[src/rtl/step_stats.sv]
// step_stats: turns the pedometer step pulse train and the 1 Hz second tick
// into display statistics: total steps, distance in half-mile units, count of
// seconds 1..9 above OVER_RATE steps, and accumulated high-activity seconds.
// Latency: step outputs update on the edge that sees a step rising edge; the
// second-based outputs and sec_done update on the edge that sees a sec edge.
// Backpressure: none; all outputs are registered and always valid.
//
// Ports:
//   clk          system clock
//   reset        asynchronous active-high reset, clears all state
//   start        run enable; low clears all state on the next clock edge
//   pulse_in     step pulse level; each rising edge is one step
//   sec_in       1 Hz level; each rising edge closes one second
//   step_count   total steps, saturating (9999 or 65535, see below)
//   distance     raw steps / STEPS_PER_HALF_MILE, truncated
//   over32_secs  seconds 1..9 with more than OVER_RATE steps
//   high_secs    accumulated high-activity seconds, saturating at 65535
//   sec_done     one-cycle strobe when the second-based outputs change
//
// Build option: define STEP_SAT_EN to saturate step_count at 9999 for a
// 4-digit display; otherwise it saturates at 65535.

module step_stats #(
    parameter int STEPS_PER_HALF_MILE = 1024,
    parameter int HIGH_RATE           = 64,
    parameter int HIGH_RUN            = 60,
    parameter int OVER_RATE           = 32
) (
    input  logic        clk,
    input  logic        reset,
    input  logic        start,
    input  logic        pulse_in,
    input  logic        sec_in,
    output logic [15:0] step_count,
    output logic [9:0]  distance,
    output logic [3:0]  over32_secs,
    output logic [15:0] high_secs,
    output logic        sec_done
);

`ifdef STEP_SAT_EN
    localparam logic [15:0] STEP_MAX = 16'd9999;
`else
    localparam logic [15:0] STEP_MAX = 16'd65535;
`endif

    localparam int             DIST_SH  = $clog2(STEPS_PER_HALF_MILE);
    localparam int             RUN_W    = $clog2(HIGH_RUN + 1);
    localparam logic [RUN_W-1:0] RUN_END = RUN_W'(HIGH_RUN);
    localparam logic [7:0]     HIGH_TH  = 8'(HIGH_RATE);
    localparam logic [7:0]     OVER_TH  = 8'(OVER_RATE);
    localparam logic [16:0]    RUN_ADD  = 17'(HIGH_RUN);

    typedef enum logic [1:0] {
        S_IDLE,
        S_RUN,
        S_HIGH
    } state_t;

    state_t           r_state;
    logic             r_pulse_q;
    logic             r_sec_q;
    logic [19:0]      r_raw_steps;
    logic [15:0]      r_step_count;
    logic [7:0]       r_sec_steps;
    logic [8:0]       r_sec_idx;
    logic [3:0]       r_over32;
    logic [15:0]      r_high_secs;
    logic             r_sec_done;
    logic [RUN_W-1:0] r_run_len;

    logic             w_step_edge;
    logic             w_sec_edge;
    logic [7:0]       w_sec_eff;
    logic             w_hi;
    logic [16:0]      w_high_run_sum;
    logic [16:0]      w_high_one_sum;
    logic [15:0]      w_high_run_sat;
    logic [15:0]      w_high_one_sat;
    logic [19:0]      w_dist_full;

    assign w_step_edge = pulse_in & ~r_pulse_q;
    assign w_sec_edge  = sec_in & ~r_sec_q;

    // Steps in the closing second, counting a step that lands on the same
    // cycle as the second edge.
    assign w_sec_eff = (w_step_edge && (r_sec_steps != 8'hFF)) ?
                       (r_sec_steps + 8'd1) : r_sec_steps;
    assign w_hi      = (w_sec_eff >= HIGH_TH);

    assign w_high_run_sum = {1'b0, r_high_secs} + RUN_ADD;
    assign w_high_one_sum = {1'b0, r_high_secs} + 17'd1;
    assign w_high_run_sat = w_high_run_sum[16] ? 16'hFFFF : w_high_run_sum[15:0];
    assign w_high_one_sat = w_high_one_sum[16] ? 16'hFFFF : w_high_one_sum[15:0];

    assign w_dist_full = r_raw_steps >> DIST_SH;

    assign step_count  = r_step_count;
    assign distance    = w_dist_full[9:0];
    assign over32_secs = r_over32;
    assign high_secs   = r_high_secs;
    assign sec_done    = r_sec_done;

    always_ff @(posedge clk or posedge reset) begin
        if (reset) begin
            r_state      <= S_IDLE;
            r_pulse_q    <= 1'b0;
            r_sec_q      <= 1'b0;
            r_raw_steps  <= '0;
            r_step_count <= '0;
            r_sec_steps  <= '0;
            r_sec_idx    <= '0;
            r_over32     <= '0;
            r_high_secs  <= '0;
            r_sec_done   <= 1'b0;
            r_run_len    <= '0;
        end else if (!start) begin
            r_state      <= S_IDLE;
            r_pulse_q    <= 1'b0;
            r_sec_q      <= 1'b0;
            r_raw_steps  <= '0;
            r_step_count <= '0;
            r_sec_steps  <= '0;
            r_sec_idx    <= '0;
            r_over32     <= '0;
            r_high_secs  <= '0;
            r_sec_done   <= 1'b0;
            r_run_len    <= '0;
        end else begin
            r_pulse_q  <= pulse_in;
            r_sec_q    <= sec_in;
            r_sec_done <= w_sec_edge;

            if (w_step_edge) begin
                if (r_raw_steps != 20'hFFFFF) begin
                    r_raw_steps <= r_raw_steps + 20'd1;
                end
                if (r_step_count != STEP_MAX) begin
                    r_step_count <= r_step_count + 16'd1;
                end
            end

            if (w_sec_edge) begin
                // The coincident step was folded into w_sec_eff, so the new
                // second starts from zero.
                r_sec_steps <= '0;
                if (r_sec_idx != 9'h1FF) begin
                    r_sec_idx <= r_sec_idx + 9'd1;
                end
                if ((r_sec_idx < 9'd9) && (w_sec_eff > OVER_TH)) begin
                    r_over32 <= r_over32 + 4'd1;
                end

                unique case (r_state)
                    S_IDLE: begin
                        if (w_hi) begin
                            r_state   <= S_RUN;
                            r_run_len <= RUN_W'(1);
                        end
                    end
                    S_RUN: begin
                        if (w_hi) begin
                            if ((r_run_len + RUN_W'(1)) == RUN_END) begin
                                // A full run credits all of its seconds at once.
                                r_state     <= S_HIGH;
                                r_run_len   <= '0;
                                r_high_secs <= w_high_run_sat;
                            end else begin
                                r_run_len <= r_run_len + RUN_W'(1);
                            end
                        end else begin
                            r_state   <= S_IDLE;
                            r_run_len <= '0;
                        end
                    end
                    S_HIGH: begin
                        if (w_hi) begin
                            r_high_secs <= w_high_one_sat;
                        end else begin
                            r_state <= S_IDLE;
                        end
                    end
                    default: begin
                        r_state   <= S_IDLE;
                        r_run_len <= '0;
                    end
                endcase
            end else if (w_step_edge && (r_sec_steps != 8'hFF)) begin
                r_sec_steps <= r_sec_steps + 8'd1;
            end
        end
    end

endmodule
[config.mk]
export PLATFORM = sky130hd
export DESIGN_NAME = step_stats
export DESIGN_NICKNAME = d
export VERILOG_FILES = /design/src/rtl/step_stats.sv
export SDC_FILE = /design/constraint.sdc
export NUM_CORES = 1
export LEC_CHECK = 0
export CORE_ASPECT_RATIO = 1.4
export CORE_UTILIZATION = 60
export DETAILED_ROUTE_END_ITERATION = 12
export MAX_ROUTING_LAYER = met4
export PLACE_DENSITY_LB_ADDON = 0.1
export REMOVE_ABC_BUFFERS = 1
export SYNTH_ARGS = -nofsm -noshare
export SYNTH_HDL_FRONTEND = slang
export SYNTH_SLANG_ARGS = --single-unit
[constraint.sdc]
create_clock -name clk -period 7.9 [get_ports clk]
set_input_delay 1.58 -clock clk [delete_from_list [all_inputs] [get_ports clk]]
set_output_delay 1.58 -clock clk [all_outputs]
set_load 0.03 [all_outputs]
# ---- Yosys cells after proc, flatten, opt, wreduce, memory -nomap -nowiden
# Cells that the tools add are included.
dict set report op_classes {
  addsub 8
  order_cmp 3
  n_eq_ne 21
  mux 39
  bitwise_logic 4
  reduce_logical 10
}
# cell n
set op_table {}
lappend op_table {{$mux W16} 10}
lappend op_table {{$mux W20} 3}
lappend op_table {{$pmux W16 S2} 1}
lappend op_table {{$mux W6} 5}
lappend op_table {{$mux W9} 3}
lappend op_table {{$mux W8} 3}
lappend op_table {{$add A20 B1 Y20 const B} 1}
lappend op_table {{$ne A20 B20 Y1 const B} 1}
lappend op_table {{$pmux W6 S3} 1}
lappend op_table {{$add A16 B1 Y17 const B} 1}
lappend op_table {{$add A16 B6 Y17 const B} 1}
lappend op_table {{$add A16 B1 Y16 const B} 1}
lappend op_table {{$ne A16 B16 Y1 const B} 1}
lappend op_table {{$ne A3 B3 Y1 const B} 5}
lappend op_table {{$mux W2} 6}
lappend op_table {{$mux W4} 3}
lappend op_table {{$ne A2 B1 Y1 const B} 6}
lappend op_table {{$add A9 B1 Y9 const B} 1}
lappend op_table {{$lt A9 B4 Y1 const B} 1}
lappend op_table {{$ne A9 B9 Y1 const B} 1}
lappend op_table {{$add A8 B1 Y8 const B} 1}
lappend op_table {{$ge A8 B7 Y1 const B} 1}
lappend op_table {{$gt A8 B6 Y1 const B} 1}
lappend op_table {{$ne A8 B8 Y1 const B} 1}
lappend op_table {{other kinds (18)} 26}
dict set report totals {
  regBits 84
  word_cells 96
}

# ---- Logic depth before layout (Yosys ltp)
dict set report logic_depth {
  ltp_word 9
  depth_mapped 9
  mapped_depth_nobuf 8
}

# ---- Worst setup path before layout
# No wires, ideal clock.
dict set report synth_path {
  kind {input port to flip-flop}
  startpoint {input port pulse_in}
  endpoint {register r_high_secs[7] (netlist: high_secs[7])}
  setup_ps 126
  arrival_ps 3042
  t_required_ps 7774
  path_slack_ps 4732
  path_stages 7
  n_path_buf 2
  path_cell_list {nand4b_2 o21a_1 or3_1 buf_6 o21a_4 buf_6 o32a_1}
}
dict set report synth_between {
  elab_chain_cells 6
  elab_cells_between_ends 7
  cone_classes {1 x order compare; 2 x eq/ne; 1 x mux; 1 x bitwise; 2 x reduce/logical}
}
# element line
set synth_rtl {}
lappend synth_rtl {{start: declaration} 32} ;# input logic pulse_in,
lappend synth_rtl {{$and A1 B1 Y1 (*)} 82} ;# assign w_step_edge = pulse_in & ~r_pulse_q;
lappend synth_rtl {{$logic_and A1 B1 Y1 (*)} 87} ;# assign w_sec_eff = (w_step_edge && (r_sec_steps != 8'hFF)) ?
lappend synth_rtl {{$mux W8 (*)} n/a}
lappend synth_rtl {{$ge A8 B7 Y1 (*)} 89} ;# assign w_hi = (w_sec_eff >= HIGH_TH);
lappend synth_rtl {{$ne A3 B3 Y1 (no source line)} n/a}
lappend synth_rtl {{$reduce_and A5 Y1 (no source line) (*)} n/a}
lappend synth_rtl {{end signal: assignment} 167} ;# r_high_secs <= w_high_run_sat;
lappend synth_rtl {{end signal: assignment} 178} ;# r_high_secs <= w_high_one_sat;
lappend synth_rtl {{end: declaration} 68} ;# logic [15:0] r_high_secs;
# Every way passes the cells marked *; elsewhere a longest branch is shown, timed or not.
# A chain may end at the register's enable or synchronous reset.

# ---- Worst setup path after layout
dict set report layout_path {
  startpoint {input port pulse_in}
  endpoint {register r_raw_steps[17]}
}
dict set report layout_between {
  elab_chain_cells 3
}
# element line
set layout_rtl {}
lappend layout_rtl {{$and A1 B1 Y1} 82}
lappend layout_rtl {{$ne A2 B1 Y1 (no source line)} n/a}
lappend layout_rtl {{$reduce_and A2 Y1 (no source line)} n/a}
lappend layout_rtl {{end signal: assignment} 136} ;# r_raw_steps <= r_raw_steps + 20'd1;
lappend layout_rtl {{end: declaration} 63} ;# logic [19:0] r_raw_steps;
# Every way passes these cells.

==> parameters.txt <==
Parameter                              Value

CTS
  CTS buffer count ... 9
  Number of sinks on the clock net ... between 80 and 90
  # H-tree levels ... 3
  Total of cells resized after clock tree synthesis ... 0
  Post-CTS setup buffer count ... 0
  Hold_buf cts ... 0
  Clock transition at the registers of the reported paths ... roughly 0.060 ns
  TritonCTS clock tree ... done
  Maximum number of buffers from clock root to sink ... 2
  Clock Root Buffer ... sky130_fd_sc_hd__clkbuf_16
  Worst-skew pair later-pin latency ... 0.34 ns

Place
  Hpwl dp ... 8052 um
  Port bufs ... a little over 50
  Routability cong. ... roughly 1

Timing
  Worst slew margin relative to its limit ... 0.3085
  Number of hold violations in the final report ... 0
  Max Clock Freq ... 266.5 MHz
  Unrepaired setup endpoints after global routing ... false
  Sum of negative setup slack ... 0 ns
  Number of max-slew violations in the final report ... 0
  Period utilisation layout ... 0.4751
  Final number of setup-violating endpoints ... 0
  Tmin final ... 3.753 ns
  Min Hold Slack ... 0.5309 ns
  Max Clock Skew ... slightly above 0.009 ns
  Worst Tran Pin Value ... around 1.0 ns

Synthesis
  Count of yosys warnings during synthesis ... 0
  Async S/R FF share, synth ... 1.000
  Synth Area in Compound Gates ... 0.1757
  Most instantiated flip-flop cell in the synthesis netlist ... sky130_fd_sc_hd__dfrtp_1
  Area leader, netlist ... sky130_fd_sc_hd__dfrtp_1
  Area share of the leading cell type in the synthesized netlist ... 0.4164
  Part of the Yosys area used for sequential elements ... 0.4164
  Netlist cell types ... 63
  Dominant combinational cell family by area after synthesis ... simple AND/OR/NAND/NOR gates
  Fraction of synthesized cell area in xor and xnor cells ... 0.06592
  Synthesized flop and latch total ... between 80 and 90
  Arithmetic-cell share of the synthesized area counting full adders, half adders and majority gates ... 0.02726
  Syn Inst Count ... roughly 580
  Cells taking the most area after synthesis ... sky130_fd_sc_hd__dfrtp_1, sky130_fd_sc_hd__nor2_1, sky130_fd_sc_hd__a21oi_1
  Mean instance size in the synthesized netlist ... 8.720 um2
  Netlist area before placement ... between 0.005 and 0.006 mm2
  Post-synth EDFFs ... 0
  Proportion of synthesized area in mux cells ... 0.01586
  Synth Area in Simple Gates ... 0.2515

Status
  Run status ... completed

Worst setup path
  Worst-case reg-to-reg path depth ... 6
  Master of the slowest instance on the critical path ... sky130_fd_sc_hd__nor2b_1
  Worst endpoint data arrival time ... ~4.0 ns
  Worst Setup Path Type ... input pin to flip-flop
  Critical path cell sequence ... clkdlybuf4s50_1, nor2b_1, o2111ai_1, nor3_1, nand3_1, xor2_1, nor2_1
  CP max stage delay ... around 0.61 ns
  Largest fanout on the critical path ... 11
  Crit path launch type ... input pin
  Endpoint kind of the worst setup timing path ... flip-flop
  Required time of the worst setup path ... around 8 ns
  Buffer and inverter count on the worst path ... 1
  Worst path depth ... 7
  Worst path top cell family by delay ... simple AND/OR/NAND/NOR gates

Drt
  Count of TritonRoute iterations in the first routing pass ... 5
  Post-detailed-route count of antenna-violating nets ... 0
  Detailed Route Iter0 Violations ... just over 400
  Number of vias in the routed layout ... around 4400
  Number of remaining DRC errors ... 0
  Final wirelength ... between 10000 and 15000 um
  Per-cell via count in the routed design ... 6.205
  Average wire per cell in the routed design ... 16.48 um

Final layout
  Most common cell after layout, fill and taps aside ... sky130_fd_sc_hd__dfrtp_1
  Commonest cells after routing, fill and taps aside ... sky130_fd_sc_hd__dfrtp_1, sky130_fd_sc_hd__nor2_1, sky130_fd_sc_hd__nand2_1
  Area growth from synthesis to final layout ... 15.39%
  Net count, final ... 625
  Proportion of layout cells with a drive suffix above 1 ... 0.05212
  Antenna diode instance count ... 0

Global route
  Wire length of the first global-routing pass ... between 20000 and 25000 um
  Pin count of the biggest net entering global routing ... between 80 and 90
  Vias in the first global route ... ~4400
  Initial antenna violation count ... 0
  GRT overflow ... 0
  GR Util All Layers ... 0.2964

Hold path
  Min-delay worst type ... flip-flop to flip-flop
  Number of cells on the worst hold path ... 1

Power
  PD cells ... approximately 170 mW/mm2
  Leakage power ... around 0.0023 uW
  VDD IR-drop max ... 123.0 uV

Floorplanning
  Ports placed on the boundary ... 52
  Die area ... 0.008790 mm2
  Effective utilization at floorplan ... 0.6195
  Die span in x ... 79.53 um
  Area of the core ... 0.008149 mm2
  Count of standard-cell rows ... 39
  Die height ... around 110 um

Flow run
  Number of max-capacitance violations reported ... 0
## worst reg2reg max path: cells and delay by family (launching register included)
kind             cells  cell delay, ns
AO/OA/AOI/OAI        3            0.63
flip-flops           1            0.51
AND/OR/NAND/NOR      3            1.35
## registers in the layout (all words and copies together) (netlist names)
register and flops:
r_sec_steps 8, step_count 16, sec_done 1, r_sec_q 1, r_sec_idx 9, r_run_len 6
high_secs 16, r_pulse_q 1, r_state 2, r_raw_steps 20, over32_secs 4
## per-layer routing
layer  share of wire  vias up  global-route usage
li1                -     2145                   -
met1            0.41     2144              0.3332
met2            0.53      135              0.5117
met3           0.044       19             0.05537
met4           0.018        0              0.1103
met5               0        -                   -
## synthesized netlist by cell type, drive strengths merged (7+ instances only)
library cell / instances
a21oi: 43
and2: 8
and3: 7
and4: 7
buf: 18
clkbuf: 17
dfrtp: 84
ha: 11
inv: 13
mux2i: 8
nand2: 52
nand2b: 7
nand3: 38
nand4: 14
nor2: 67
nor3: 25
o21ai: 29
or3: 11
xnor2: 20
xor2: 18
## layout make-up
cell class,count,area (um2)
repair buffers,54,533.0
clock buffers,13,260.3
flip-flops and latches,84,2102
fillers,631,2323
multi-input cells,447,2708
clock inverters,3,45.04
inverters,13,50.05
well taps,102,127.6
## power by group
group          total [uW]  internal (uW)  switching [uW]
logic                88.1           32.7            55.4
clock network         432            262             170
registers             456            439            17.1
total                 976            734             242
## worst paths after layout
check / start / end / slack, ns
max: pulse_in / r_raw_steps[17]$_DFFE_PP0P_ / 4.15
min: r_raw_steps[0]$_DFFE_PP0P_ / r_raw_steps[0]$_DFFE_PP0P_ / 0.53
max reg2reg: high_secs[13]$_DFFE_PP0P_ / high_secs[5]$_DFFE_PP0P_ / 5.32
min reg2reg: r_raw_steps[0]$_DFFE_PP0P_ / r_raw_steps[0]$_DFFE_PP0P_ / 0.53
max in group asynchronous: reset / step_count[11]$_DFFE_PP0P_ / 5.35
min in group asynchronous: reset / r_raw_steps[12]$_DFFE_PP0P_ / 1.90
## per-stage QoR
stage	instances	util	setup WS (ns)	power [uW]	cell area (um2)
after floorplan	544	-	4.155	517.2	4858
after global placement	700	0.6774	3.860	549.4	5520
after detailed placement	700	0.6774	3.813	551.5	5520
after CTS	716	0.7149	4.172	980.4	5826
after global routing	716	0.7149	3.934	1008	5826
final	716	0.7149	4.147	976.1	5826
## kinds of logic after synthesis
family | Yosys count
adder cells (fa/ha/maj) | 11
buffers and inverters | 48
XOR/XNOR | 38
AO/OA/AOI/OAI | 134
flip-flops | 84
AND/OR/NAND/NOR | 256
multiplexers | 8
Note: power is estimated with default switching activity, not from simulation.
